===== src/rtl/mem_arbiter.sv =====
`default_nettype none
// ============================================================================
// Module      : mem_arbiter
// Description : Arbitrates a single-port memory between instruction fetch and
//               data access. Data wins ties, the requester just served is
//               skipped at re-arbitration, and a flushed fetch completes
//               without a ready pulse.
// Revision    : 1.0 - initial release
// ============================================================================
module mem_arbiter #(
    parameter int MEM_LAT = 2,
    parameter int AW      = 32,
    parameter int DW      = 32
) (
    input  logic          clk,
    input  logic          rst_n,
    input  logic          if_req,
    input  logic [AW-1:0] if_addr,
    input  logic          if_flush,
    output logic          if_ready,
    output logic [DW-1:0] if_rdata,
    input  logic          d_req,
    input  logic          d_we,
    input  logic [AW-1:0] d_addr,
    input  logic [DW-1:0] d_wdata,
    output logic          d_ready,
    output logic [DW-1:0] d_rdata,
    output logic          mem_en,
    output logic          mem_we,
    output logic [AW-1:0] mem_addr,
    output logic [DW-1:0] mem_wdata,
    input  logic [DW-1:0] mem_rdata,
    output logic          stall_if,
    output logic          stall_mem
);

    typedef enum logic [1:0] {
        IDLE   = 2'd0,
        BUSY_I = 2'd1,
        BUSY_D = 2'd2
    } state_t;

    // Counter value of the last cycle of an access.
    localparam logic [3:0] c_LAST_CNT = 4'(MEM_LAT - 1);

    state_t        r_state;
    state_t        w_nextState;
    logic [3:0]    r_cnt;
    logic [3:0]    w_nextCnt;
    logic          r_kill;
    logic          w_nextKill;
    logic          w_nextMemEn;
    logic          w_nextMemWe;
    logic [AW-1:0] w_nextMemAddr;
    logic [DW-1:0] w_nextMemWdata;
    logic          w_isFinal;
    logic          w_startD;
    logic          w_startI;
    logic          w_goIdle;

    assign w_isFinal = (r_state != IDLE) && (r_cnt == c_LAST_CNT);

    // A flush seen in the final cycle suppresses the pulse before the
    // registered kill flag could catch it.
    assign if_ready  = (r_state == BUSY_I) && w_isFinal && !r_kill && !if_flush;
    assign d_ready   = (r_state == BUSY_D) && w_isFinal;
    assign if_rdata  = if_ready ? mem_rdata : '0;
    assign d_rdata   = d_ready  ? mem_rdata : '0;
    assign stall_if  = if_req & ~if_ready;
    assign stall_mem = d_req  & ~d_ready;

    // Next-state arbitration: grant from IDLE, count in BUSY, and at the final
    // cycle hand over to the other requester only (no idle bubble).
    always_comb begin
        w_nextState    = r_state;
        w_nextCnt      = r_cnt;
        w_nextKill     = r_kill;
        w_nextMemEn    = mem_en;
        w_nextMemWe    = mem_we;
        w_nextMemAddr  = mem_addr;
        w_nextMemWdata = mem_wdata;
        w_startD       = 1'b0;
        w_startI       = 1'b0;
        w_goIdle       = 1'b0;

        case (r_state)
            IDLE: begin
                if (d_req) begin
                    w_startD = 1'b1;
                end else if (if_req && !if_flush) begin
                    w_startI = 1'b1;
                end
            end
            BUSY_I: begin
                if (w_isFinal) begin
                    if (d_req) begin
                        w_startD = 1'b1;
                    end else begin
                        w_goIdle = 1'b1;
                    end
                end else begin
                    w_nextCnt  = r_cnt + 4'd1;
                    w_nextKill = r_kill | if_flush;
                end
            end
            BUSY_D: begin
                if (w_isFinal) begin
                    if (if_req && !if_flush) begin
                        w_startI = 1'b1;
                    end else begin
                        w_goIdle = 1'b1;
                    end
                end else begin
                    w_nextCnt = r_cnt + 4'd1;
                end
            end
            default: begin
                w_goIdle = 1'b1;
            end
        endcase

        if (w_startD) begin
            w_nextState    = BUSY_D;
            w_nextCnt      = 4'd0;
            w_nextKill     = 1'b0;
            w_nextMemEn    = 1'b1;
            w_nextMemWe    = d_we;
            w_nextMemAddr  = d_addr;
            w_nextMemWdata = d_wdata;
        end else if (w_startI) begin
            w_nextState    = BUSY_I;
            w_nextCnt      = 4'd0;
            w_nextKill     = 1'b0;
            w_nextMemEn    = 1'b1;
            w_nextMemWe    = 1'b0;
            w_nextMemAddr  = if_addr;
        end else if (w_goIdle) begin
            w_nextState    = IDLE;
            w_nextKill     = 1'b0;
            w_nextMemEn    = 1'b0;
            w_nextMemWe    = 1'b0;
        end
    end

    // State, counter, kill flag and memory bus registers; reset aborts any access.
    always_ff @(posedge clk or negedge rst_n) begin
        if (!rst_n) begin
            r_state   <= IDLE;
            r_cnt     <= 4'd0;
            r_kill    <= 1'b0;
            mem_en    <= 1'b0;
            mem_we    <= 1'b0;
            mem_addr  <= '0;
            mem_wdata <= '0;
        end else begin
            r_state   <= w_nextState;
            r_cnt     <= w_nextCnt;
            r_kill    <= w_nextKill;
            mem_en    <= w_nextMemEn;
            mem_we    <= w_nextMemWe;
            mem_addr  <= w_nextMemAddr;
            mem_wdata <= w_nextMemWdata;
        end
    end

endmodule
`default_nettype wire


===== config.mk =====
export PLATFORM = sky130hd
export DESIGN_NAME = mem_arbiter
export DESIGN_NICKNAME = d
export VERILOG_FILES = /design/src/rtl/mem_arbiter.sv
export SDC_FILE = /design/constraint.sdc
export NUM_CORES = 1
export LEC_CHECK = 0
export CORE_MARGIN = 4
export CORE_UTILIZATION = 40
export DETAILED_ROUTE_END_ITERATION = 10
export GPL_ROUTABILITY_DRIVEN = 0
export HOLD_SLACK_MARGIN = 0.08
export PLACE_DENSITY_LB_ADDON = 0.1
export SYNTH_ARGS = -nofsm -noshare
export SYNTH_HDL_FRONTEND = slang
export SYNTH_SLANG_ARGS = --single-unit

===== constraint.sdc =====
create_clock -name clk -period 5.2 [get_ports clk]
set_input_delay 1.56 -clock clk [delete_from_list [all_inputs] [get_ports clk]]
set_output_delay 1.56 -clock clk [all_outputs]
set_load 0.01 [all_outputs]

==> results.toml <==
[routing]
post_drt_wl_per_cell_um = 20.5
vias = 4437
routed_wl_mm = 16.1
dr.pass1.iters = 5
drtIter0Drc = 266
ant_nets = 0
drc = 0
vias_per_cell = 5.66

[sta]
setup_viol = 0
period_share_pct = 94.5
finalClockSkew_ns = 0.0124
max_freq_mhz = 203
slew-limit-headroom_pct = 30.3
period_needed_ns = 4.91
hold_viol = 0
slew_violations = 0
worst_pin_slew_ns = 1.05
rsz0062_at_grt = "no"
finalSetupTns_ns = 0

[clock_network]
clk_pin_slew_ns = 0.06
cts_tree = "done"
ctsHoldBuffers = 0
htree_levels = 3
clock_latency_ns = 0.34
cts_buffer_depth = 2
cts_num_sinks = 73
ctsResizeCount = 0
cts_root_buf = "clkbuf_8"
numCtsBuffers = 9
post_cts_buffers = 0

[floorplanning]
rows = 37
die_area_um2 = 12200
core_um2 = 10300
pin_count = 268
start_util_pct = 40.7
die_h_um = 110
die_w_um = 110

[finish]
n_antenna_cell = 0
area_growth_pct = 68.9
drive_gt1_share_pct = 11.7
num-nets-final = 783
fin_area_um2 = 7070
final_cell_mix = "clkdlybuf4s50_1, dfrtp_1, o211ai_1"
final_common_cell = "clkdlybuf4s50_1"

[worst_setup_path]
path_class = "in -> out"
slowest_stage = "clkdlybuf4s50_1"
critPathRequiredTime_ns = 3.64
crit_path_end_kind = "primary output"
max_stage_delay_ns = 0.56
crit_top_cell = "clkdlybuf4s50_1"
worstSetupStartpointType = "primary input"
cp_max_fo = 34
critPathArrivalTime_ns = 3.35
crit_chain = "clkdlybuf4s50_1 -> nor4b_4 -> buf_4 -> and2_1 -> clkdlybuf4s50_1"

[yosys]
syn-cell-area_um2 = 4190
synthFlopType = "dfrtp_1"
avgSynthCellArea_um2 = 10.3
yosys_warnings = 0
synth_enable_flop_cells = 0
synthDistinctLibCells = 44
seq_area_frac_synth_pct = 43.6
syn_nets = 545
syn_inst = 406
ys_async_sr_fraction_pct = 100
synth_seq_cells = 73

[grt]
grt_first_pass_wirelength_mm = 23.2
grt_start_max_net_pins = 74
grt_pass1_vias = 4279
grt.total_usage_pct = 24.6
antenna_found_initial = 0
gr-total-overflow = 0

[placement]
place_area_um2 = 6920
numPortBuffers = 267
hpwl_mm = 11.6

[status]
outcome = "completed"

[pwr]
p_per_area_nw_per_um2 = 455
irDropWorstVdd_uv = 208
leakagePower_uw = 0.00273

[worst_hold_path]
min_path_type = "reg -> reg"

[job]
drv_cap = 0
[routing by layer]
metal	GRT usage (%)	wire length (um)
met4	5.54	215
met2	39.9	8060
met3	6.29	1540
met5	0	0
met1	33.2	6250
[worst paths after layout]
kind	to	slack, ns	start	depth (start not counted)
min in group asynchronous	mem_wdata[10]$_DFFE_PN0N_	1.35	rst_n	1
max in group asynchronous	mem_addr[19]$_DFFE_PN0P_	3.23	rst_n	1
setup / recovery	if_rdata[15]	0.29	if_flush	5
setup reg to reg	mem_wdata[7]$_DFFE_PN0N_	2.26	r_state[1]$_DFFE_PN0P_	6
hold reg to reg	mem_wdata[8]$_DFFE_PN0N_	0.51	mem_wdata[8]$_DFFE_PN0N_	1
hold / removal	mem_wdata[8]$_DFFE_PN0N_	0.51	mem_wdata[8]$_DFFE_PN0N_	1
[synth_stat cells, types with 2 or more instances]
| cell type | instances | share of area, % |
|---|---|---|
| a211oi_1 | 34 | 6.1 |
| a21oi_1 | 2 | 0.24 |
| a31oi_1 | 34 | 5.1 |
| and2_1 | 22 | 3.3 |
| and2_2 | 11 | 2.0 |
| and3_1 | 32 | 4.8 |
| and3b_1 | 2 | 0.42 |
| buf_2 | 5 | 0.60 |
| buf_6 | 3 | 0.81 |
| clkbuf_1 | 41 | 3.7 |
| clkinv_1 | 2 | 0.18 |
| dfrtp_1 | 73 | 44 |
| ha_1 | 5 | 1.5 |
| inv_1 | 5 | 0.45 |
| mux2_2 | 32 | 8.6 |
| nand2_1 | 3 | 0.27 |
| nand3b_1 | 2 | 0.36 |
| nor2_1 | 2 | 0.18 |
| nor2b_1 | 2 | 0.30 |
| nor3_1 | 2 | 0.24 |
| o211ai_1 | 65 | 12 |
| o21a_1 | 2 | 0.36 |
| o21ai_0 | 3 | 0.36 |
| or3_1 | 2 | 0.30 |
[final cells by class]
type | instances | area (um2)
clock buffer | 12 | 135
clock inverter | 3 | 18.8
fill | 820 | 3210
inverter | 7 | 26.3
multi-input combinational | 275 | 2130
sequential | 73 | 1830
tap | 136 | 170
timing repair buffer | 278 | 2770
[worst max-delay path: cells and delay by family]
kind | cells | cell delay, ns
buffers and inverters | 3 | 1.31
AND/OR/NAND/NOR | 2 | 0.47
[registers in the layout, summed over array words and instances, names as in the netlist]
name	count
mem_addr	32
mem_wdata	32
r_cnt	4
r_state	2
mem_en	1
mem_we	1
r_kill	1
[through the flow]
step	cells	utilization, %	setup slack, ns	total power [uW]	hold slack [ns]
finish	784	68.8	0.285	3220	0.506
global route	784	68.8	0.226	3430	0.516
CTS	784	68.8	0.287	3240	0.508
detailed placement	769	67.3	0.290	2860	0.485
global placement	769	67.3	0.352	2810	0.485
floorplan	406	-	1.33	1910	0.529
[cells by family after synthesis]
| family | synth area share [%] |
|---|---|
| AND/OR/NAND/NOR | 14.8 |
| XOR/XNOR | 0.209 |
| buffers and inverters | 5.98 |
| AO/OA/AOI/OAI | 25.1 |
| adder cells (fa/ha/maj) | 1.49 |
| multiplexers | 8.85 |
| flip-flops | 43.6 |
[where the power goes]
| group | internal [uW] | switching (uW) | leakage (uW) |
|---|---|---|---|
| Combinational | 966 | 870 | 0.00180 |
| Clock | 171 | 198 | 0.0000802 |
| Sequential | 851 | 164 | 0.000855 |
| Total | 1990 | 1230 | 0.00273 |
No activity file was read; power rests on OpenSTA's default activity.
